==> src/rtl/restoring_divider_if.sv <==
// Handshake and operand bundle for restoring_divider.
// When DIV_SIGNED_EN is defined the bundle also carries signed_op.
interface restoring_divider_if #(parameter int WIDTH = 16);
    logic                 start;
    logic [2*WIDTH-1:0]   dividend;
    logic [WIDTH-1:0]     divisor;
`ifdef DIV_SIGNED_EN
    logic                 signed_op;
`endif
    logic                 busy;
    logic                 done;
    logic [WIDTH-1:0]     quotient;
    logic [WIDTH-1:0]     remainder;
    logic                 div_by_zero;
    logic                 overflow;

    modport master (
`ifdef DIV_SIGNED_EN
        output signed_op,
`endif
        output start, dividend, divisor,
        input  busy, done, quotient, remainder, div_by_zero, overflow
    );

    modport slave (
`ifdef DIV_SIGNED_EN
        input  signed_op,
`endif
        input  start, dividend, divisor,
        output busy, done, quotient, remainder, div_by_zero, overflow
    );
endinterface

==> src/rtl/restoring_divider.sv <==
// Sequential radix-2 restoring divider: 2*WIDTH / WIDTH, one quotient bit per clock.
// Optional macro DIV_SIGNED_EN adds two's-complement division selected by signed_op.
module restoring_divider #(
    parameter int WIDTH = 16
) (
    input  logic                clk,
    input  logic                rst,
    restoring_divider_if.slave  bus
);

    localparam int CW = $clog2(WIDTH);
    localparam logic [CW-1:0] LAST = CW'(WIDTH - 1);
`ifdef DIV_SIGNED_EN
    localparam logic [WIDTH-1:0] HALF = {1'b1, {(WIDTH-1){1'b0}}};
`endif

    typedef enum logic [1:0] {IDLE = 2'd0, RUN = 2'd1, FIN = 2'd2} state_t;
    typedef enum logic [1:0] {EX_NONE = 2'd0, EX_ZERO = 2'd1, EX_OVF = 2'd2} early_t;

    state_t             state_q, state_d;
    early_t             early_q, early_d;
    logic [CW-1:0]      count_q, count_d;
    logic [WIDTH:0]     rem_q, rem_d;
    logic [WIDTH-1:0]   shq_q, shq_d;
    logic [WIDTH-1:0]   dvsr_q, dvsr_d;
    logic [WIDTH-1:0]   low_q, low_d;
    logic [WIDTH-1:0]   quotient_q, quotient_d;
    logic [WIDTH-1:0]   remainder_q, remainder_d;
    logic               dbz_q, dbz_d;
    logic               ovf_q, ovf_d;
`ifdef DIV_SIGNED_EN
    logic               sop_q, sop_d;
    logic               qneg_q, qneg_d;
    logic               rneg_q, rneg_d;
`endif

    logic [2*WIDTH-1:0] num_mag;
    logic [WIDTH-1:0]   den_mag;
    logic [WIDTH+1:0]   shifted;
    logic [WIDTH:0]     trial;
    logic               qbit;
    logic [WIDTH:0]     rem_next;
    logic [WIDTH-1:0]   shq_next;
    logic [WIDTH-1:0]   fin_quot;
    logic [WIDTH-1:0]   fin_rem;
    logic               fin_ovf;

    // The unsigned datapath always works on operand magnitudes.
    always_comb begin
        num_mag = bus.dividend;
        den_mag = bus.divisor;
`ifdef DIV_SIGNED_EN
        if (bus.signed_op) begin
            if (bus.dividend[2*WIDTH-1]) num_mag = -bus.dividend;
            if (bus.divisor[WIDTH-1])    den_mag = -bus.divisor;
        end
`endif
    end

    always_comb begin
        shifted  = {rem_q, shq_q[WIDTH-1]};
        trial    = shifted[WIDTH:0] - {1'b0, dvsr_q};
        qbit     = (shifted >= {2'b00, dvsr_q});
        rem_next = qbit ? trial : shifted[WIDTH:0];
        shq_next = {shq_q[WIDTH-2:0], qbit};
    end

    // Sign fix-up and range check applied on the final iteration.
    always_comb begin
        fin_quot = shq_next;
        fin_rem  = rem_next[WIDTH-1:0];
        fin_ovf  = 1'b0;
`ifdef DIV_SIGNED_EN
        if (sop_q) begin
            if (qneg_q) begin
                fin_ovf  = (shq_next > HALF);
                fin_quot = -shq_next;
            end else begin
                fin_ovf  = (shq_next > (HALF - 1'b1));
            end
            if (rneg_q) fin_rem = -rem_next[WIDTH-1:0];
        end
`endif
        if (fin_ovf) begin
            fin_quot = '1;
            fin_rem  = low_q;
        end
    end

    always_ff @(posedge clk) begin
        if (rst) begin
            state_q     <= IDLE;
            early_q     <= EX_NONE;
            count_q     <= '0;
            rem_q       <= '0;
            shq_q       <= '0;
            dvsr_q      <= '0;
            low_q       <= '0;
            quotient_q  <= '0;
            remainder_q <= '0;
            dbz_q       <= 1'b0;
            ovf_q       <= 1'b0;
`ifdef DIV_SIGNED_EN
            sop_q       <= 1'b0;
            qneg_q      <= 1'b0;
            rneg_q      <= 1'b0;
`endif
        end else begin
            state_q     <= state_d;
            early_q     <= early_d;
            count_q     <= count_d;
            rem_q       <= rem_d;
            shq_q       <= shq_d;
            dvsr_q      <= dvsr_d;
            low_q       <= low_d;
            quotient_q  <= quotient_d;
            remainder_q <= remainder_d;
            dbz_q       <= dbz_d;
            ovf_q       <= ovf_d;
`ifdef DIV_SIGNED_EN
            sop_q       <= sop_d;
            qneg_q      <= qneg_d;
            rneg_q      <= rneg_d;
`endif
        end
    end

    // Zero-divisor and unsigned-overflow cases are classified at accept but
    // pass through one RUN cycle, so their results enter FIN one edge later.
    always_comb begin
        state_d     = state_q;
        early_d     = early_q;
        count_d     = count_q;
        rem_d       = rem_q;
        shq_d       = shq_q;
        dvsr_d      = dvsr_q;
        low_d       = low_q;
        quotient_d  = quotient_q;
        remainder_d = remainder_q;
        dbz_d       = dbz_q;
        ovf_d       = ovf_q;
`ifdef DIV_SIGNED_EN
        sop_d       = sop_q;
        qneg_d      = qneg_q;
        rneg_d      = rneg_q;
`endif
        case (state_q)
            IDLE: begin
                if (bus.start) begin
                    state_d = RUN;
                    count_d = '0;
                    rem_d   = {1'b0, num_mag[2*WIDTH-1:WIDTH]};
                    shq_d   = num_mag[WIDTH-1:0];
                    dvsr_d  = den_mag;
                    low_d   = bus.dividend[WIDTH-1:0];
                    if (den_mag == '0) begin
                        early_d = EX_ZERO;
                    end else if (num_mag[2*WIDTH-1:WIDTH] >= den_mag) begin
                        early_d = EX_OVF;
                    end else begin
                        early_d = EX_NONE;
                    end
`ifdef DIV_SIGNED_EN
                    sop_d  = bus.signed_op;
                    qneg_d = bus.signed_op & (bus.dividend[2*WIDTH-1] ^ bus.divisor[WIDTH-1]);
                    rneg_d = bus.signed_op & bus.dividend[2*WIDTH-1];
`endif
                end
            end
            RUN: begin
                if (early_q != EX_NONE) begin
                    state_d     = FIN;
                    quotient_d  = '1;
                    remainder_d = low_q;
                    dbz_d       = (early_q == EX_ZERO);
                    ovf_d       = (early_q == EX_OVF);
                end else begin
                    rem_d   = rem_next;
                    shq_d   = shq_next;
                    count_d = count_q + 1'b1;
                    if (count_q == LAST) begin
                        state_d     = FIN;
                        quotient_d  = fin_quot;
                        remainder_d = fin_rem;
                        dbz_d       = 1'b0;
                        ovf_d       = fin_ovf;
                    end
                end
            end
            FIN: begin
                state_d = IDLE;
            end
            default: begin
                state_d = IDLE;
            end
        endcase
    end

    always_comb begin
        bus.busy        = (state_q != IDLE);
        bus.done        = (state_q == FIN);
        bus.quotient    = quotient_q;
        bus.remainder   = remainder_q;
        bus.div_by_zero = dbz_q;
        bus.overflow    = ovf_q;
    end

endmodule

==> src/flat_wrapper.sv <==
// flat-port wrapper written by rule: the top's interface ports become plain ports
module restoring_divider_flat 
#(
    parameter int WIDTH = 16
)
  (clk, rst, bus_start, bus_dividend, bus_divisor, bus_busy, bus_done, bus_quotient, bus_remainder, bus_div_by_zero, bus_overflow);
  restoring_divider_if #(.WIDTH(WIDTH)) bus_i ();
  input  logic clk;
  input  logic rst;
  input wire logic [$bits(bus_i.start)-1:0] bus_start;
  input wire logic [$bits(bus_i.dividend)-1:0] bus_dividend;
  input wire logic [$bits(bus_i.divisor)-1:0] bus_divisor;
  output wire logic [$bits(bus_i.busy)-1:0] bus_busy;
  output wire logic [$bits(bus_i.done)-1:0] bus_done;
  output wire logic [$bits(bus_i.quotient)-1:0] bus_quotient;
  output wire logic [$bits(bus_i.remainder)-1:0] bus_remainder;
  output wire logic [$bits(bus_i.div_by_zero)-1:0] bus_div_by_zero;
  output wire logic [$bits(bus_i.overflow)-1:0] bus_overflow;
  assign bus_i.start = bus_start;
  assign bus_i.dividend = bus_dividend;
  assign bus_i.divisor = bus_divisor;
  assign bus_busy = bus_i.busy;
  assign bus_done = bus_i.done;
  assign bus_quotient = bus_i.quotient;
  assign bus_remainder = bus_i.remainder;
  assign bus_div_by_zero = bus_i.div_by_zero;
  assign bus_overflow = bus_i.overflow;
  restoring_divider #(.WIDTH(WIDTH)) u_core (.clk(clk), .rst(rst), .bus(bus_i));
endmodule
==> config.mk <==
export PLATFORM = sky130hd
export DESIGN_NAME = restoring_divider_flat
export DESIGN_NICKNAME = d
export VERILOG_FILES = /design/src/rtl/restoring_divider_if.sv /design/src/rtl/restoring_divider.sv /design/src/flat_wrapper.sv
export SDC_FILE = /design/constraint.sdc
export NUM_CORES = 1
export LEC_CHECK = 0
export ABC_AREA = 1
export CORE_ASPECT_RATIO = 2
export CORE_MARGIN = 5
export CORE_UTILIZATION = 45
export CTS_BUF_LIST = sky130_fd_sc_hd__clkbuf_8
export DETAILED_ROUTE_END_ITERATION = 6
export HOLD_SLACK_MARGIN = 0.12
export MAX_ROUTING_LAYER = met4
export PLACE_DENSITY = 0.81
export SLEW_MARGIN = 10
export SYNTH_ARGS = -nofsm -noshare
export SYNTH_HDL_FRONTEND = slang
export SYNTH_SLANG_ARGS = --single-unit
==> constraint.sdc <==
create_clock -name clk -period 2 [get_ports clk]
set_input_delay 0.2 -clock clk [delete_from_list [all_inputs] [get_ports clk]]
set_output_delay 0.2 -clock clk [all_outputs]
set_load 0.02 [all_outputs]
==> flow_summary.ini <==
[synth]
ys_seq_area_frac = 0.363
synth_flop_cell = dfxtp_1
synth_area_sq_um = 5910
syn_area_per_cell_sq_um = 7.13
synth_cell_types = 46
synth_edf_count = 0
yosysWarnings = 0
ys_seq_elements = 107
netlist_instances = 829
async_reset_ff_frac = 0
syn_nets = 914

[placed_design]
hpwlAfterDp_um = 14200
gp_congestion = 0.935
pre_cts_ws_ns = -0.156
placedCellCount = 1101
port_buffers = 86

[pwr]
p_total_mw = 7.36
p_leak_nw = 3.52
p_per_area_nw_per_um2 = 894
irDropWorstVdd_v = 0.000729

[clock_network]
numCtsBuffers = 9
clockBufferDepth = 2
clkTransAtPathRegs_ns = 0.11
cts-root-buf = clkbuf_8
cts_max_level = 3
cts_tree = built
clock_sinks = 107
ctsHoldBuffers = 0
clk_latency_ns = 0.38

[flow_run]
maxCapViolCount = 0

[grt]
grt_pass1_vias = 6216
antenna_found_initial = 0
grt_usage = 0.243
grt_pass1_wl_um = 29800
grt_overflow = 0
grt_max_degree = 34

[worst_setup_path]
worstSetupStartpointType = register
timing.critical_path.fanout_max = 4
critPathArrivalTime_ns = 2.25
critPathKind = register to register
crit_required_ns = 2.25
cp-end-kind = register

[floorplanning]
die_area_sq_um = 15700
ios = 87
core-area_sq_um = 13000
die_height_um = 172
die_x_um = 91.0
placementRows = 59
start_util = 0.455

[layout]
mostFrequentLayoutCell = nand2_1
n_antenna_cell = 0
nets = 1053
area_growth_syn_to_layout_pct = 39.5
instances_no_fill = 1125
utilization = 0.634
drive_gt1_frac = 0.268
layout_common_cells = nand2_1 (186), inv_1 (88), dfxtp_1 (87)

[sta]
tns_ns = 0
tightest_slew_ns = 0.458
fin_crit_sh = 0.997
slew-limit-headroom = 0.693
layout_setup_ws_ns = 0.00541
hold_viol = 0
finalCriticalPeriod_ns = 1.99
drv_slew = 0
report.final.setup_viol = 0
rsz0062_at_grt = true
fmax_ghz = 0.501
fin_skew_ns = 0.0194

[drt]
vias = 6230
first_pass_iters = 6
wl_per_cell_um = 17.0
ant_nets = 0
via_per_inst = 5.54
drt-initial-drc-count = 386
drcViolationCount = 0
wl_um = 19200

[run_status]
outcome = complete, no violations

[worst_hold_path]
hold_path_class = input port to register
==> power by group <==
group / leakage [nW] / switching (mW) / internal, mW / total [mW]
clock: 0.0994 / 0.850 / 0.499 / 1.35
sequential: 0.884 / 0.144 / 2.32 / 2.47
combinational: 2.54 / 2.06 / 1.48 / 3.55
total: 3.52 / 3.06 / 4.30 / 7.36
==> repair_timing <==
item / in CTS / in global routing
gates cloned: 1 / 1
pin swaps: 22 / 45
gates resized for setup: 37 / 105
hold endpoints to repair: 0 / 0
setup endpoints to repair: 27 / 35
buffers inserted: 4 / 2
==> per-stage QoR <==
step,hold slack [ns],cell area (sq um)
2_1_floorplan,0.356,5910
3_3_place_gp,0.446,7380
3_5_place_dp,0.454,7380
4_1_cts,0.302,7840
5_1_grt,0.328,8240
6_report,0.318,8240
==> sequential cells by signal (all words and copies together), names as in the netlist <==
signal / flops
u_core.bus.div_by_zero: 1
u_core.dvsr_q: 16
u_core.low_q: 16
u_core.count_q: 4
u_core.state_q: 2
u_core.bus.quotient: 16
u_core.bus.remainder: 16
u_core.early_q: 2
u_core.shq_q: 16
u_core.rem_q: 17
u_core.bus.overflow: 1
==> cells in the mapped netlist, drive strengths merged, types with 6 or more instances <==
cell,count,area (sq um)
nand2,223,881
o221a,13,146
dfxtp,107,2140
a22o,7,61.3
a21oi,75,398
xor2,8,70.1
nand4,6,37.5
nor2,57,246
o21ai,43,219
inv,106,398
clkbuf,23,86.3
a31oi,23,144
ha,33,413
buf,13,87.6
o22ai,11,68.8
nand3,50,280
nor3,7,46.3
==> final timing paths <==
path / start / endpoint / slack [ns] / cells after the start
max: u_core.shq_q[15] / u_core.bus.remainder[14] / 0.005 / 14
min: rst / u_core.bus.remainder[11] / 0.32 / 3
max reg2reg: u_core.shq_q[15] / u_core.bus.remainder[14] / 0.005 / 14
min reg2reg: u_core.bus.remainder[3] / u_core.bus.remainder[3] / 0.47 / 2
==> per-layer routing <==
metal,vias up,global-route usage,share of wire
met3,84,0.0239,0.038
met4,0,0.150,0.064
li1,3014,-,-
met5,-,-,0
met2,231,0.448,0.55
met1,2901,0.240,0.35
==> cells by family after synthesis <==
family | after synthesis | synth area share
buffers and inverters | 144 | 0.0981
adder cells (fa/ha/maj) | 34 | 0.0733
flip-flops | 107 | 0.363
XOR/XNOR | 9 | 0.0133
AND/OR/NAND/NOR | 356 | 0.268
AO/OA/AOI/OAI | 179 | 0.185
==> worst max-delay path, cell delays in order, from the launching register on <==
cell      delay [ns]
dfxtp_2         0.34
inv_2           0.07
ha_4            0.12
inv_2           0.04
fa_2            0.38
nand3_2         0.11
nand3_4         0.12
nand2_2         0.10
nand2_2         0.07
nand2_2         0.08
nand3b_1        0.09
nand3_2         0.11
nand3_2         0.10
nand2_2         0.09
a21oi_2         0.05
==> cell type report <==
type	instances	area [sq um]
inverter	108	405
clock buffer	9	124
fill	1056	4750
multi-input combinational	580	3750
timing repair buffer	162	1530
clock inverter	7	80.1
tap	152	190
sequential	107	2170
No activity file was read; power rests on OpenSTA's default activity.
